--- src/rtl/bias_stream_unit.sv ---
// bias_stream_unit: per-channel bias adder between the accumulator array and
// the layer output buffer. The bias table is sign-magnitude. Each accepted
// accumulator beat gets the bias of the current channel added. The result is
// optionally ReLU-clamped, saturated to DATA_W, and tagged with its channel.
// The pipeline is two stages (S1, S2) that share one advance enable.

module bias_stream_unit #(
    parameter int NUM_CH  = 112,
    parameter int CH_W    = $clog2(NUM_CH),
    parameter int ACC_W   = 24,
    parameter int DATA_W  = 16,
    parameter bit RELU_EN = 1'b0
) (
    input  logic              clk,
    input  logic              rst_n,
    input  logic              relu_mode,
    input  logic              ch_clr,
    input  logic              bias_wr_en,
    input  logic [CH_W-1:0]   bias_wr_addr,
    input  logic [15:0]       bias_wr_data,
    input  logic              in_valid,
    output logic              in_ready,
    input  logic [ACC_W-1:0]  in_acc,
    output logic              out_valid,
    input  logic              out_ready,
    output logic [DATA_W-1:0] out_data,
    output logic [CH_W-1:0]   out_ch,
    output logic              out_last
);

    localparam logic [CH_W-1:0]     LAST_CH = CH_W'(NUM_CH - 1);
    localparam logic [CH_W:0]       DEPTH   = (CH_W + 1)'(NUM_CH);
    localparam logic signed [ACC_W:0] SUM_MAX =
        {{(ACC_W - DATA_W + 2){1'b0}}, {(DATA_W - 1){1'b1}}};
    localparam logic signed [ACC_W:0] SUM_MIN = ~SUM_MAX;
    localparam logic [DATA_W-1:0]   OUT_MAX = {1'b0, {(DATA_W - 1){1'b1}}};
    localparam logic [DATA_W-1:0]   OUT_MIN = {1'b1, {(DATA_W - 1){1'b0}}};

    logic [15:0] bias_mem [NUM_CH];

    logic              adv;
    logic              accept;
    logic [CH_W-1:0]   beat_ch;

    logic [CH_W-1:0]   ch_q, ch_d;
    logic              s1_valid_q, s1_valid_d;
    logic [ACC_W-1:0]  s1_acc_q, s1_acc_d;
    logic [CH_W-1:0]   s1_ch_q, s1_ch_d;
    logic              s1_relu_q, s1_relu_d;
    logic [15:0]       s1_bias_q, s1_bias_d;
    logic              out_valid_q, out_valid_d;
    logic [DATA_W-1:0] out_data_q, out_data_d;
    logic [CH_W-1:0]   out_ch_q, out_ch_d;
    logic              out_last_q, out_last_d;

    logic signed [ACC_W:0] mag;
    logic signed [ACC_W:0] bias_tc;
    logic signed [ACC_W:0] sum;
    logic [DATA_W-1:0]     result;

    // Handshake: every stage moves when the output stage is empty or drained.
    always_comb begin
        adv      = !out_valid_q || out_ready;
        in_ready = rst_n && adv;
        accept   = in_valid && in_ready;
        beat_ch  = ch_clr ? '0 : ch_q;
    end

    // Channel counter: clear takes priority; an accept in the same cycle as a
    // clear is tagged channel 0 and leaves the counter at 1.
    always_comb begin
        ch_d = ch_q;
        if (accept) begin
            ch_d = (beat_ch == LAST_CH) ? '0 : beat_ch + 1'b1;
        end else if (ch_clr) begin
            ch_d = '0;
        end
    end

    // S1 capture: the beat, its channel, its mode, and its bias table entry.
    always_comb begin
        s1_valid_d = s1_valid_q;
        s1_acc_d   = s1_acc_q;
        s1_ch_d    = s1_ch_q;
        s1_relu_d  = s1_relu_q;
        s1_bias_d  = s1_bias_q;
        if (adv) begin
            s1_valid_d = accept;
            if (accept) begin
                s1_acc_d  = in_acc;
                s1_ch_d   = beat_ch;
                s1_relu_d = relu_mode;
                s1_bias_d = bias_mem[beat_ch];
            end
        end
    end

    // Bias conversion, add, ReLU and saturation feeding the output stage.
    always_comb begin
        mag     = {{(ACC_W - 14){1'b0}}, s1_bias_q[14:0]};
        bias_tc = s1_bias_q[15] ? -mag : mag;
        sum     = {s1_acc_q[ACC_W-1], s1_acc_q} + bias_tc;
        if (s1_relu_q && sum[ACC_W]) begin
            result = '0;
        end else if (sum > SUM_MAX) begin
            result = OUT_MAX;
        end else if (sum < SUM_MIN) begin
            result = OUT_MIN;
        end else begin
            result = sum[DATA_W-1:0];
        end
    end

    // S2 / output stage: holds while stalled, loads S1 when advancing.
    always_comb begin
        out_valid_d = out_valid_q;
        out_data_d  = out_data_q;
        out_ch_d    = out_ch_q;
        out_last_d  = out_last_q;
        if (adv) begin
            out_valid_d = s1_valid_q;
            if (s1_valid_q) begin
                out_data_d = result;
                out_ch_d   = s1_ch_q;
                out_last_d = (s1_ch_q == LAST_CH);
            end
        end
    end

    // Pipeline and counter registers with synchronous active-low reset.
    always_ff @(posedge clk) begin
        if (!rst_n) begin
            ch_q        <= '0;
            s1_valid_q  <= 1'b0;
            s1_acc_q    <= '0;
            s1_ch_q     <= '0;
            s1_relu_q   <= RELU_EN;
            s1_bias_q   <= '0;
            out_valid_q <= 1'b0;
            out_data_q  <= '0;
            out_ch_q    <= '0;
            out_last_q  <= 1'b0;
        end else begin
            ch_q        <= ch_d;
            s1_valid_q  <= s1_valid_d;
            s1_acc_q    <= s1_acc_d;
            s1_ch_q     <= s1_ch_d;
            s1_relu_q   <= s1_relu_d;
            s1_bias_q   <= s1_bias_d;
            out_valid_q <= out_valid_d;
            out_data_q  <= out_data_d;
            out_ch_q    <= out_ch_d;
            out_last_q  <= out_last_d;
        end
    end

    // Bias table: not reset; out-of-range addresses are dropped.
    always_ff @(posedge clk) begin
        if (bias_wr_en && ({1'b0, bias_wr_addr} < DEPTH)) begin
            bias_mem[bias_wr_addr] <= bias_wr_data;
        end
    end

    always_comb begin
        out_valid = out_valid_q;
        out_data  = out_data_q;
        out_ch    = out_ch_q;
        out_last  = out_last_q;
    end

endmodule

--- config.mk ---
export PLATFORM = sky130hd
export DESIGN_NAME = bias_stream_unit
export DESIGN_NICKNAME = d
export VERILOG_FILES = /design/src/rtl/bias_stream_unit.sv
export SDC_FILE = /design/constraint.sdc
export NUM_CORES = 2
export LEC_CHECK = 0
export CAP_MARGIN = 25
export CORE_MARGIN = 2
export CORE_UTILIZATION = 35
export DETAILED_ROUTE_END_ITERATION = 7
export SLEW_MARGIN = 20
export SYNTH_ARGS = -nofsm -noshare
export SYNTH_HDL_FRONTEND = slang
export SYNTH_SLANG_ARGS = --single-unit
export TNS_END_PERCENT = 100
--- constraint.sdc ---
create_clock -name clk -period 4.9 [get_ports clk]
set_input_delay 0.98 -clock clk [delete_from_list [all_inputs] [get_ports clk]]
set_output_delay 0.98 -clock clk [all_outputs]
set_load 0.02 [all_outputs]
Yosys cells after proc, flatten, opt, wreduce, memory -nomap -nowiden
Memories as Yosys holds them, arrays and structs flattened. A register that Yosys moved wholly into a read port is not among the register bits.
Cells that the tools add are included.

operators by class
  add/sub/neg operators = 3
  $mul = 0
  div/mod/pow operators = 0
  order comparisons = 3
  equality and inequality tests = 2
  shift operators = 0
  muxes and demuxes = 9
  bitwise logic cells = 0
  reduce and logical (&&, ||, !) cells = 9

operator list
  cell                    number
  $mux W16                3
  $add A25 B25 Y25        1
  $gt A25 B16 Y1 const B  1
  $lt A25 B16 Y1 const B  1
  $mux W25                1
  $neg A15 Y25            1
  $mux W7                 3
  $eq A7 B7 Y1 const B    2
  $add A7 B1 Y7 const B   1
  $lt A7 B7 Y1 const B    1
  $logic_and A1 B1 Y1     4
  $reduce_and A2 Y1       2
  $logic_not A1 Y1        2
  $mux W1                 2
  $logic_or A1 B1 Y1      1

word-level totals
  register bits = 65
  latch bits = 0
  RAM bits = 1792
  ROM bits = 0
  input bits = 54
  word-level logic and storage cells = 36
  memories kept = 1

memories
  memory    depth  width  rd ports  clocked after Yosys merged registers in  write ports  RTL line  RTL
  bias_mem  112    16     1         1                                        1            39        logic [15:0] bias_mem [NUM_CH];

Longest topological paths before layout
  word-level depth = 7
  gate-level depth with buffers = 17
  gate-level depth less buffers = 15

Worst setup path after synthesis
Ideal clock, no wire load.

  kind = flip-flop to flip-flop
  start = reg s1_bias_q[2] (read register of bias_mem)
  end = reg out_data_q[11], in the netlist out_data[11]
  library setup time = 122 ps
  arrival = 3830 ps
  data required time = 4778 ps
  slack = 949 ps
  cell stages (with the launch flop) = 17
  cell sequence = dfxtp_1 -> nor4_4 -> nand2_1 -> inv_1 -> nand2_1 -> o31ai_1 -> xnor2_1 -> ha_1 -> a211oi_1 -> a2111oi_2 -> nor2_1 -> o21ai_0 -> a2111o_1 -> a31oi_4 -> a31o_1 -> buf_6 -> a221o_1

on the way
  word-level cells in the longest chain between the ends = 7
  elaborated cells between the ends (all ways) = 9
  those cells by class = 2 x add/sub; 2 x order compare; 4 x mux; 1 x reduce/logical

ends and longest elaborated chain
  item                  RTL line  RTL
  from (decl)           50        logic [15:0] s1_bias_q, s1_bias_d;
  $neg A15 Y25          101       bias_tc = s1_bias_q[15] ? -mag : mag;
  $mux W25 *            101
  $add A25 B25 Y25 *    102       sum = {s1_acc_q[ACC_W-1], s1_acc_q} + bias_tc;
  $lt A25 B16 Y1        107       end else if (sum < SUM_MIN) begin
  $mux W16              107
  $mux W16              105       end else if (sum > SUM_MAX) begin
  $mux W16 *            103       if (s1_relu_q && sum[ACC_W]) begin
  to (signal assigned)  151       out_data_q <= out_data_d;
  to (decl)             52        logic [DATA_W-1:0] out_data_q, out_data_d;

Every way passes the cells marked *; elsewhere a longest branch is shown, timed or not.
A chain may end at the register's enable or synchronous reset.

Worst setup path after layout
  start = reg s1_bias_q[5] (read register of bias_mem)
  end = reg out_data_q[5], in the netlist out_data[5]

Same word-level chain as after synthesis.

==> metrics.txt <==
outcome finished, final reports clean; IO Pins 80; Crit Reg-Reg Startpoint s1_bias_q[5]; synthesis-to-finish area growth 15.0%; DR pass1 iterations 7; Die Y-Extent 466 µm; CTS tree yes; vias 40,500; Post-Syn Nets 4,323; CP max FO 11; register area share after synthesis 0.741; crit path max-delay cell type a2111o_1; Final Util 0.405; Crit path arrival time 5.05 ns; Fmax achieved 0.232 GHz; crit end category flop; vias in the first global route 39,300; worst r2r dst out_data[5]; Post-synth ARST share 0; Fill cells 18,900; P per Cell Area 378 mW/mm²; commonest non-fill, non-tap cell in the layout edfxtp_1; VDD IR max 329 µV; crit-path most repeated cell nand2_1; R2R cell count 15; clock skew 0.0782 ns; Slew Viols, Final 0; static leakage 26.4 nW; Multi-input gate area 0.0183 mm²; share of cells above drive strength 1 0.203; Num CTS Buffers 181; setup slack, reg-to-reg 0.58 ns; initial core utilization 0.352; Least-Margin Pin Slew 1.06 ns; CP Buf/Inv Count 1; largest net degree at the start of global routing 124; Detailed Route WL 196,000 µm; CTS root buffer clkbuf_16; Main synth FF type edfxtp_1; initial antenna violation count 6; worst min path class flop to flop; DR vias/cell 5.42; critical path startpoint category flop; flops & latches, synth 1,873; final antenna-violating net count 0; width of the chip 466 µm; Crit path required time 5.63 ns; htree depth 4; Worst Hold End s1_acc_q[10]; Total GRT Usage 0.177; Total Neg Setup Slack 0 ns; Die Area 0.217 mm²; GP Congestion 0.898; commonest non-fill, non-tap cells in the layout edfxtp_1, mux2i_1, nand2_1; Max-slew headroom 0.294; register area 0.0554 mm²; max cap viols 0; average size of a mapped cell 17.6 µm²; Hold Buf Count CTS 0; worst skew pair latency 0.84 ns; fin nets 4,585; Syn Std Cell Area 0.0748 mm²; pre-CTS WS 0.323 ns; crit path kind flop to flop; part of the cycle the worst path needs 0.881; Fin. Hold Viols 0; Core Footprint 0.212 mm²; CP top delay family compound AO/OA/AOI/OAI gates; minimum clock period 4.32 ns; # port buffers 79; initial drt markers 4,176; unrepaired setup endpoints after global routing false; Post-DP HPWL 117,000 µm; Residual DRC 0; min-delay src s1_acc_q[10]; Final WS setup 0.581 ns; Yosys cell types 65; wire length of the first global-routing pass 281,000 µm; Hold Path Stages 2; GRT overflow 0; clock buffer depth 3; YS warnings 0; drt wl/cell 26.2 µm; critical-path cell list nor4_4 -> nand2_1 -> inv_1 -> nand2_1 -> o31ai_1 -> xnor2_1 -> ha_1 -> a21oi_1 -> o21ai_0 -> nor2_1 -> nand4_1 -> a2111o_1 -> a31oi_4 -> a31o_1 -> a221o_1; clock sink count 1,873; Syn Inst Count 4,241; CP peak stage delay 0.52 ns; Final setup viols 0; Rows 169; Post-synth EDFFs 1,792; Clock transition at path regs 0.06 ns
==> worst max-delay path by stage <==
stage                   end  cells past startpoint          from  slack, ns
2_1_floorplan  out_data[11]                     16  s1_bias_q[2]       0.95
3_3_place_gp    out_data[5]                     14  s1_bias_q[2]       0.43
3_5_place_dp    out_data[5]                     14  s1_bias_q[2]       0.32
4_1_cts         out_data[5]                     14  s1_bias_q[2]       0.33
5_1_grt        out_data[13]                     16  s1_bias_q[0]       0.03
6_report        out_data[5]                     15  s1_bias_q[5]       0.58
==> kinds of logic (layout without fill, tap and decap cells) <==
| logic type | count (synthesis) | after routing | share of synthesized area |
|---|---|---|---|
| DFF | 1873 | 1873 | 0.741 |
| other | 0 | 4 | 0 |
| adders and majority gates | 28 | 28 | 0.00478 |
| buffers and inverters | 282 | 692 | 0.0152 |
| AOI/OAI and AO/OA | 747 | 747 | 0.0628 |
| xor gates and xnor gates | 36 | 36 | 0.00421 |
| and+or+nand+nor | 558 | 558 | 0.0323 |
| muxes | 717 | 717 | 0.140 |
==> final cells by class <==
class	count	area share
sequential	1873	0.644
multi-input combinational	2086	0.213
antenna	4	0.000116
clock buffer	241	0.0554
inverter	15	0.000713
tap	2821	0.0410
timing repair buffer	346	0.0366
clock inverter	90	0.00912
==> state kept, by name (all words and copies together), names as in the netlist <==
name,flops
s1_acc_q,24
s1_bias_q,16
s1_relu_q,1
out_ch,7
s1_valid_q,1
out_last,1
bias_mem,1792
out_valid,1
s1_ch_q,7
out_data,16
ch_q,7
==> worst reg2reg max path: cells and delay by family, from the launching register on <==
family,cells,cell delay (ns)
xor+xnor,1,0.16
flops,1,0.35
buf+inv,1,0.17
simple gates,5,0.96
compound gates,7,2.30
fa+ha+maj,1,0.31
==> routing by layer <==
layer  vias to the layer above  global-route usage  part of all wire  routed length, µm
met5                         -                   0           0.00014                 27
met4                         4              0.0533             0.027               5270
met2                      1460               0.283              0.48              93300
li1                      17600                   -                 -                  -
met3                       281              0.0326             0.071              14000
met1                     21200               0.247              0.43              83500
==> synth_stat cells (5+ instances only) <==
| library cell | number | area (µm²) |
|---|---|---|
| a211oi_1 | 5 | 37.5 |
| ha_1 | 27 | 338 |
| a22oi_1 | 6 | 45.0 |
| nand4_1 | 6 | 37.5 |
| buf_1 | 38 | 143 |
| dfxtp_1 | 81 | 1620 |
| nor3_1 | 21 | 105 |
| nand2b_1 | 12 | 75.1 |
| nand3_1 | 44 | 220 |
| a21boi_0 | 13 | 97.6 |
| o31ai_1 | 15 | 113 |
| buf_2 | 49 | 245 |
| inv_1 | 14 | 52.6 |
| mux2i_1 | 312 | 3120 |
| o211ai_1 | 25 | 188 |
| mux2_2 | 159 | 1790 |
| a32oi_1 | 32 | 280 |
| xor2_1 | 7 | 61.3 |
| nor2b_1 | 19 | 119 |
| xnor2_1 | 29 | 254 |
| o21ai_1 | 6 | 30.0 |
| nand2_1 | 256 | 961 |
| a221oi_1 | 72 | 631 |
| a221o_1 | 11 | 110 |
| mux4_2 | 246 | 5540 |
| nor2_1 | 171 | 642 |
| a21o_1 | 6 | 45.0 |
| nand3b_1 | 5 | 37.5 |
| o22ai_1 | 126 | 788 |
| a21oi_1 | 222 | 1110 |
| edfxtp_1 | 1792 | 53800 |
| clkbuf_1 | 176 | 661 |
| o21ai_0 | 170 | 851 |
| a31oi_1 | 6 | 37.5 |
| o21a_1 | 5 | 37.5 |
==> what timing repair did <==
item / CTS / global route
endpoints found under the hold margin: 0 / 0
buffers inserted: 0 / 3
endpoints found under the setup margin: 0 / 15
gates resized for setup: 0 / 2
==> per-stage QoR <==
stage                     hold WS (ns)  cell area [µm²]  power (mW)  std cells
after global placement           0.457            80400        19.6       7135
after floorplan                  0.440            74800        18.8       4241
after CTS                        0.471            86000        32.7       7467
final                            0.466            86000        32.5       7476
after detailed placement         0.461            80400        19.6       7136
after global routing             0.490            86000        33.5       7472
==> power by group <==
group          switching (mW)  internal (mW)  total (mW)
Sequential             0.0639           17.6        17.7
Clock                    6.04           7.21        13.2
Combinational            1.01          0.557        1.57
Note: power is estimated with default switching activity, not from simulation.
